[src/rtl/sseg_pkg.sv]
// Shared definitions for the seven-segment receive path.
//   state_t    : settle FSM states
//   err_code_t : encodings reported on sseg_rx.err_code
//   SEG_LUT    : active-high {g,f,e,d,c,b,a} pattern for each hex digit,
//                index = digit value (same table as the hex2sseg driver)
package sseg_pkg;

  typedef enum logic [1:0] {
    IDLE,
    SETTLE,
    HELD
  } state_t;

  typedef enum logic [1:0] {
    ERR_NONE    = 2'd0,
    ERR_MULTI   = 2'd1,
    ERR_DECODE  = 2'd2,
    ERR_TIMEOUT = 2'd3
  } err_code_t;

  localparam logic [6:0] SEG_LUT [16] = '{
    7'h3F, 7'h06, 7'h5B, 7'h4F, 7'h66, 7'h6D, 7'h7D, 7'h07,
    7'h7F, 7'h6F, 7'h77, 7'h7C, 7'h39, 7'h5E, 7'h79, 7'h71
  };

endpackage

[src/rtl/sseg2hex.sv]
// Combinational seven-segment pattern decoder.
//   pattern in  7  active-high segments {g,f,e,d,c,b,a}
//   hit     out 1  pattern matches one of the 16 hex glyphs
//   hex     out 4  decoded digit (0 when hit is low)
module sseg2hex
  import sseg_pkg::*;
(
  input  logic [6:0] pattern,
  output logic       hit,
  output logic [3:0] hex
);

  always_comb begin
    hit = 1'b0;
    hex = '0;
    for (int unsigned i = 0; i < 16; i++) begin
      if (!hit && pattern == SEG_LUT[i]) begin
        hit = 1'b1;
        hex = 4'(i);
      end
    end
  end

endmodule

[src/rtl/sseg_rx.sv]
// Receive-side monitor for a 4-digit multiplexed seven-segment display.
// Synchronises the anode/cathode lines, waits for each anode slot to hold
// a steady pattern, decodes it back to hex and tracks per-slot validity,
// frame completion and illegal line states.
//   clk, rst      clock, asynchronous active-high reset
//   enabled       sample strobe; FSM and counters move only when high
//   sseg_an[3:0]  anode lines (async), bit N selects digit N
//   sseg_ca[6:0]  cathode lines (async) {g,f,e,d,c,b,a}
//   digit0..3     last decoded hex per slot
//   digit_valid   per-slot capture newer than last timeout/reset
//   frame_done    1-cycle pulse once all four slots captured
//   err, err_code 1-cycle pulse + reason (1 multi-anode, 2 undecodable, 3 timeout)
module sseg_rx
  import sseg_pkg::*;
#(
  parameter int unsigned STABLE_CYCLES  = 4,
  parameter int unsigned TIMEOUT_CYCLES = 1024,
  parameter bit          AN_ACTIVE_LOW  = 1'b1,
  parameter bit          CA_ACTIVE_LOW  = 1'b1
) (
  input  logic       clk,
  input  logic       rst,
  input  logic       enabled,
  input  logic [3:0] sseg_an,
  input  logic [6:0] sseg_ca,
  output logic [3:0] digit0,
  output logic [3:0] digit1,
  output logic [3:0] digit2,
  output logic [3:0] digit3,
  output logic [3:0] digit_valid,
  output logic       frame_done,
  output logic       err,
  output logic [1:0] err_code
);

  localparam int unsigned SW = $clog2(STABLE_CYCLES + 1);
  localparam int unsigned TW = $clog2(TIMEOUT_CYCLES + 1);
  localparam logic [SW-1:0] STABLE_MAX  = SW'(STABLE_CYCLES);
  localparam logic [SW-1:0] CNT_ONE     = SW'(1);
  localparam logic [TW-1:0] TIMEOUT_MAX = TW'(TIMEOUT_CYCLES);
  localparam logic [3:0]    AN_OFF      = AN_ACTIVE_LOW ? 4'hF : 4'h0;
  localparam logic [6:0]    CA_OFF      = CA_ACTIVE_LOW ? 7'h7F : 7'h00;

  // Synchroniser resets to the inactive line level so the first samples
  // after reset read as "no anode" rather than "all anodes".
  logic [3:0] an_meta, an_sync;
  logic [6:0] ca_meta, ca_sync;

  always_ff @(posedge clk or posedge rst) begin
    if (rst) begin
      an_meta <= AN_OFF;
      an_sync <= AN_OFF;
      ca_meta <= CA_OFF;
      ca_sync <= CA_OFF;
    end else begin
      an_meta <= sseg_an;
      an_sync <= an_meta;
      ca_meta <= sseg_ca;
      ca_sync <= ca_meta;
    end
  end

  logic [3:0] an_n;
  logic [6:0] ca_n;
  assign an_n = AN_ACTIVE_LOW ? ~an_sync : an_sync;
  assign ca_n = CA_ACTIVE_LOW ? ~ca_sync : ca_sync;

  // Settle FSM
  state_t        state, state_nx;
  logic [SW-1:0] cnt, cnt_nx, cnt_inc;
  logic [3:0]    prev_an;
  logic [6:0]    prev_ca;
  logic          multi, none, same, capture, err_multi;

  assign cnt_inc = cnt + CNT_ONE;
  assign multi   = (an_n & (an_n - 4'd1)) != 4'd0;
  assign none    = (an_n == 4'd0);
  assign same    = (an_n == prev_an) && (ca_n == prev_ca);

  // The sample that brings the count to STABLE_CYCLES is the capture
  // sample; a fresh dwell starts counting at 1 on its first sample.
  always_comb begin
    state_nx  = state;
    cnt_nx    = cnt;
    capture   = 1'b0;
    err_multi = 1'b0;
    if (enabled) begin
      if (multi) begin
        err_multi = 1'b1;
        state_nx  = IDLE;
        cnt_nx    = '0;
      end else if (none) begin
        state_nx = IDLE;
        cnt_nx   = '0;
      end else if (state != IDLE && same) begin
        if (state == SETTLE) begin
          cnt_nx = cnt_inc;
          if (cnt_inc >= STABLE_MAX) begin
            capture  = 1'b1;
            state_nx = HELD;
          end
        end
      end else begin
        cnt_nx = CNT_ONE;
        if (CNT_ONE >= STABLE_MAX) begin
          capture  = 1'b1;
          state_nx = HELD;
        end else begin
          state_nx = SETTLE;
        end
      end
    end
  end

  always_ff @(posedge clk or posedge rst) begin
    if (rst) begin
      state   <= IDLE;
      cnt     <= '0;
      prev_an <= '0;
      prev_ca <= '0;
    end else if (enabled) begin
      state   <= state_nx;
      cnt     <= cnt_nx;
      prev_an <= an_n;
      prev_ca <= ca_n;
    end
  end

  // Decode and slot select
  logic       hit;
  logic [3:0] hex;
  logic [1:0] slot;

  sseg2hex u_dec (
    .pattern (ca_n),
    .hit     (hit),
    .hex     (hex)
  );

  always_comb begin
    slot = '0;
    for (int unsigned i = 0; i < 4; i++) begin
      if (an_n[i]) slot = 2'(i);
    end
  end

  logic          cap_ok, cap_bad, t_fire, t_armed;
  logic [TW-1:0] tcnt, tcnt_inc;
  logic [3:0]    digit_q [4];
  logic [3:0]    valid_q, mask;

  assign cap_ok   = capture & hit;
  assign cap_bad  = capture & ~hit;
  assign tcnt_inc = tcnt + TW'(1);
  // A successful capture in the expiry sample pre-empts the timeout.
  assign t_fire   = enabled && t_armed && !cap_ok && (tcnt_inc >= TIMEOUT_MAX);

  always_ff @(posedge clk or posedge rst) begin
    if (rst) begin
      digit_q    <= '{default: '0};
      valid_q    <= '0;
      mask       <= '0;
      frame_done <= 1'b0;
      err        <= 1'b0;
      err_code   <= ERR_NONE;
      tcnt       <= '0;
      t_armed    <= 1'b1;
    end else begin
      // mask==F lives exactly one cycle, so frame_done is a single pulse.
      frame_done <= (mask == 4'hF);
      err        <= t_fire | cap_bad | err_multi;
      if (t_fire)         err_code <= ERR_TIMEOUT;
      else if (cap_bad)   err_code <= ERR_DECODE;
      else if (err_multi) err_code <= ERR_MULTI;
      else                err_code <= ERR_NONE;

      if (cap_ok) digit_q[slot] <= hex;

      if (t_fire) begin
        valid_q <= '0;
        mask    <= '0;
      end else begin
        if (cap_ok) valid_q <= valid_q | an_n;
        mask <= ((mask == 4'hF) ? 4'h0 : mask) | (cap_ok ? an_n : 4'h0);
      end

      // Disarmed after firing; only a capture re-arms the timeout.
      if (cap_ok) begin
        tcnt    <= '0;
        t_armed <= 1'b1;
      end else if (enabled && t_armed) begin
        if (tcnt != TIMEOUT_MAX) tcnt <= tcnt_inc;
        if (t_fire) t_armed <= 1'b0;
      end
    end
  end

  assign digit0      = digit_q[0];
  assign digit1      = digit_q[1];
  assign digit2      = digit_q[2];
  assign digit3      = digit_q[3];
  assign digit_valid = valid_q;

endmodule

[config.mk]
export PLATFORM = sky130hd
export DESIGN_NAME = sseg_rx
export DESIGN_NICKNAME = d
export VERILOG_FILES = /design/src/rtl/sseg_pkg.sv /design/src/rtl/sseg2hex.sv /design/src/rtl/sseg_rx.sv
export SDC_FILE = /design/constraint.sdc
export NUM_CORES = 1
export LEC_CHECK = 0
export ABC_CLOCK_PERIOD_IN_PS = 3800
export BUFFER_PORTS_ARGS = -buffer_cell sky130_fd_sc_hd__buf_2
export CAP_MARGIN = 25
export CORE_ASPECT_RATIO = 1.75
export CORE_MARGIN = 2
export CORE_UTILIZATION = 42
export DETAILED_ROUTE_END_ITERATION = 7
export GPL_ROUTABILITY_DRIVEN = 0
export PLACE_DENSITY = 0.66
export SYNTH_ARGS = -nofsm -noshare
export SYNTH_HDL_FRONTEND = slang
export SYNTH_SLANG_ARGS = --single-unit
[constraint.sdc]
create_clock -name clk -period 3.8 [get_ports clk]
set_clock_uncertainty 0.05 [all_clocks]
set_input_delay 0.38 -clock clk [delete_from_list [all_inputs] [get_ports clk]]
set_output_delay 0.38 -clock clk [all_outputs]
set_load 0.02 [all_outputs]
==> reports/qor.yml <==
status: "completed"
slew_viol_final: 0
hp-class: "primary input to flop"
synth_top_cells_by_area: "dfrtp_1, dfstp_2, xnor2_1, a2111oi_4, mux2_2"
cp-start-kind: "flop"
syn_to_final_growth_pct: 15.4
clk_latency_ns: 0.34
fin_nets: 373
cts_resized: 0
antenna_cells: 0
r2r_start: "ca_sync[6]"
cts_buffers: 9
syn_nets: 338
period_needed_ns: 2.93
clk_path_buf_depth: 2
async_flop_share_pct: 100
synth_top_area_share_pct: 36.9
wl_per_cell_um: 15.2
fp.dieArea_um2: 9670
drcViolationCount: 0
antenna_found_initial: 0
start_util_pct: 43.0
grt_overflow_total: 0
maxCapViolCount: 0
fin_crit_sh_pct: 77.1
ant_nets: 0
ys_types: 59
drt_first_pass_iters: 4
setup.worst_path.end_class: "flop"
die_w_um: 75.2
syn_area_per_cell_um2: 11.6
fillerInstances: 795
rows: 45
crit_arrival_ns: 3.15
vias: 2484
synth_cells: 321
max_freq_ghz: 0.341
hold_violations: 0
layout_setup_ws_ns: 0.869
synth_seq_cells: 78
ioPinCount: 38
pre_cts_slack_ns: 0.874
rsz0062_at_grt: "false"
setup_viol_count_final: 0
core_area_um2: 8670
tns_ns: 0
synth-edff-count: 0
worst_pin_slew_ns: 0.872
cts_tree: "yes"
clk_pin_slew_worst_paths_ns: 0.06
critPathLaunch: "ca_sync[6]"
power_leakage_nw: 1.85
drt_iter0_markers: 84
worstSetupPathType: "flop to flop"
grt_use_total_pct: 17.1
avgViaCountPerCell: 5.20
synth_ff_type: "dfrtp_1"
relSlewSlack_pct: 40.4
die_h_um: 129
yosysWarningCount: 0
yosysSeqAreaShare_pct: 53.1
hp-start: "sseg_an[1]"
fin_util_pct: 49.6
cts_sinks: 78
p_per_area_nw_per_um2: 435
synth_top_cell_by_area: "dfrtp_1"
cp.required_ns: 4.02
synth_area_um2: 3730
grt_max_degree: 66
root_buffer: "clkbuf_16"
drive_gt1_share_pct: 29.4
critPathMaxFanout: 13
dpl.hpwl_um: 5250
grt_pass1_wl_um: 12300
grt_pass1_vias: 2562
portBuffers: 37
drt_wl_total_um: 7290
h-tree-depth: 3
max-vdd-ir-drop_uv: 318
-- report_power, final --
| part | switching (W) | total, W | internal [W] |
|---|---|---|---|
| logic | 0.0000652 | 0.000112 | 0.0000469 |
| registers | 0.0000353 | 0.000904 | 0.000869 |
| clock network | 0.000326 | 0.000852 | 0.000526 |
| total | 0.000427 | 0.00187 | 0.00144 |
-- placed cells by master (no fill, tap or decap), drive strengths merged, types with 4 or more instances in the layout --
| cell type | instances |
|---|---|
| nor4b | 4 |
| a21oi | 8 |
| buf | 40 |
| inv | 24 |
| mux2 | 12 |
| nand2 | 17 |
| a2111oi | 6 |
| nor3b | 5 |
| nand3 | 10 |
| o21ai | 7 |
| o22a | 8 |
| mux2i | 12 |
| nor4 | 8 |
| nor2 | 26 |
| xnor2 | 17 |
| and2 | 6 |
| dfstp | 23 |
| xor2 | 7 |
| dfrtp | 55 |
| a31oi | 4 |
| nor3 | 5 |
| clkbuf | 11 |
-- per-stage QoR --
step                cells  total power, W  instance area [um^2]  hold WS, ns
floorplan             321        0.000999                  3730        0.295
global placement      461         0.00103                  3990        0.287
detailed placement    461         0.00103                  3990        0.289
CTS                   478         0.00189                  4300       0.0760
global route          478         0.00193                  4300       0.0725
finish                478         0.00187                  4300       0.0868
-- Yosys cell counts (2+ instances only) --
cell / n
nand2_1: 17
xor2_1: 7
buf_2: 8
nor4_1: 6
o22ai_1: 3
nor3_1: 5
nor4b_1: 3
nand3_1: 10
dfrtp_1: 55
o22a_1: 8
xnor2_1: 17
mux2i_1: 12
nor4bb_1: 2
a22oi_1: 2
dfstp_2: 23
ha_1: 3
or2_2: 2
and2_1: 6
a2111oi_4: 5
o21ai_0: 7
a21oi_1: 8
o21a_1: 2
clkbuf_1: 4
nor3b_1: 4
nor2b_1: 2
maj3_1: 2
inv_1: 23
nand4_1: 3
nor2_1: 26
buf_4: 2
nand4b_1: 2
mux2_2: 12
a31oi_1: 4
-- critical path, stage by stage (launching register included) --
cell       delay (ns)
dfstp_2          0.67
or4b_4           0.51
a2111oi_4        0.41
nor4_4           0.15
a2111oi_0        0.83
o22a_1           0.26
-- metal layers --
| metal | share of wire, % | vias to the layer above | global-route usage, % |
|---|---|---|---|
| met5 | 0 | - | 0 |
| met4 | 2.1 | 0 | 8.05 |
| met3 | 2.7 | 12 | 4.07 |
| met2 | 53 | 44 | 29.1 |
| met1 | 42 | 1229 | 19.9 |
| li1 | - | 1199 | - |
-- worst paths after layout --
check / to / slack, ns / cells past startpoint
setup / recovery: digit_valid[0] / 0.87 / 5
hold / removal: an_meta[1] / 0.09 / 1
setup reg to reg: digit_valid[0] / 0.87 / 5
hold reg to reg: ca_sync[0] / 0.30 / 0
max in group asynchronous: prev_ca[0] / 2.14 / 4
min in group asynchronous: tcnt[9] / 0.47 / 3
-- cell type report --
| class | count | area (um^2) | area share (%) |
|---|---|---|---|
| clock inverters | 5 | 56.3 | 1.31 |
| multi-input cells | 203 | 1570 | 36.5 |
| inverters | 23 | 86.3 | 2.01 |
| repair buffers | 41 | 218 | 5.06 |
| clock buffers | 11 | 243 | 5.64 |
| flip-flops and latches | 78 | 1980 | 46.1 |
| well taps | 117 | 146 | 3.40 |
-- flip-flops by register name (all words and copies together) (netlist names), 7 cells and up --
register / flops
prev_ca: 7
ca_sync: 7
ca_meta: 7
tcnt: 11
-- what timing repair did --
action                                 CTS  global route
hold buffers                             1             0
endpoints found under the hold margin   13             0
setup buffers                            0             0
-- cell families after synthesis --
group                    count (synthesis)  synth area share [%]
AND/OR/NAND/NOR                        100                  15.5
flip-flops                              78                  53.1
AO/OA/AOI/OAI                           50                  12.6
buffers and inverters                   40                  4.73
XOR/XNOR                                24                  5.64
multiplexers                            24                  6.85
adder cells (fa/ha/maj)                  5                  1.54
Note: power is estimated with default switching activity, not from simulation.
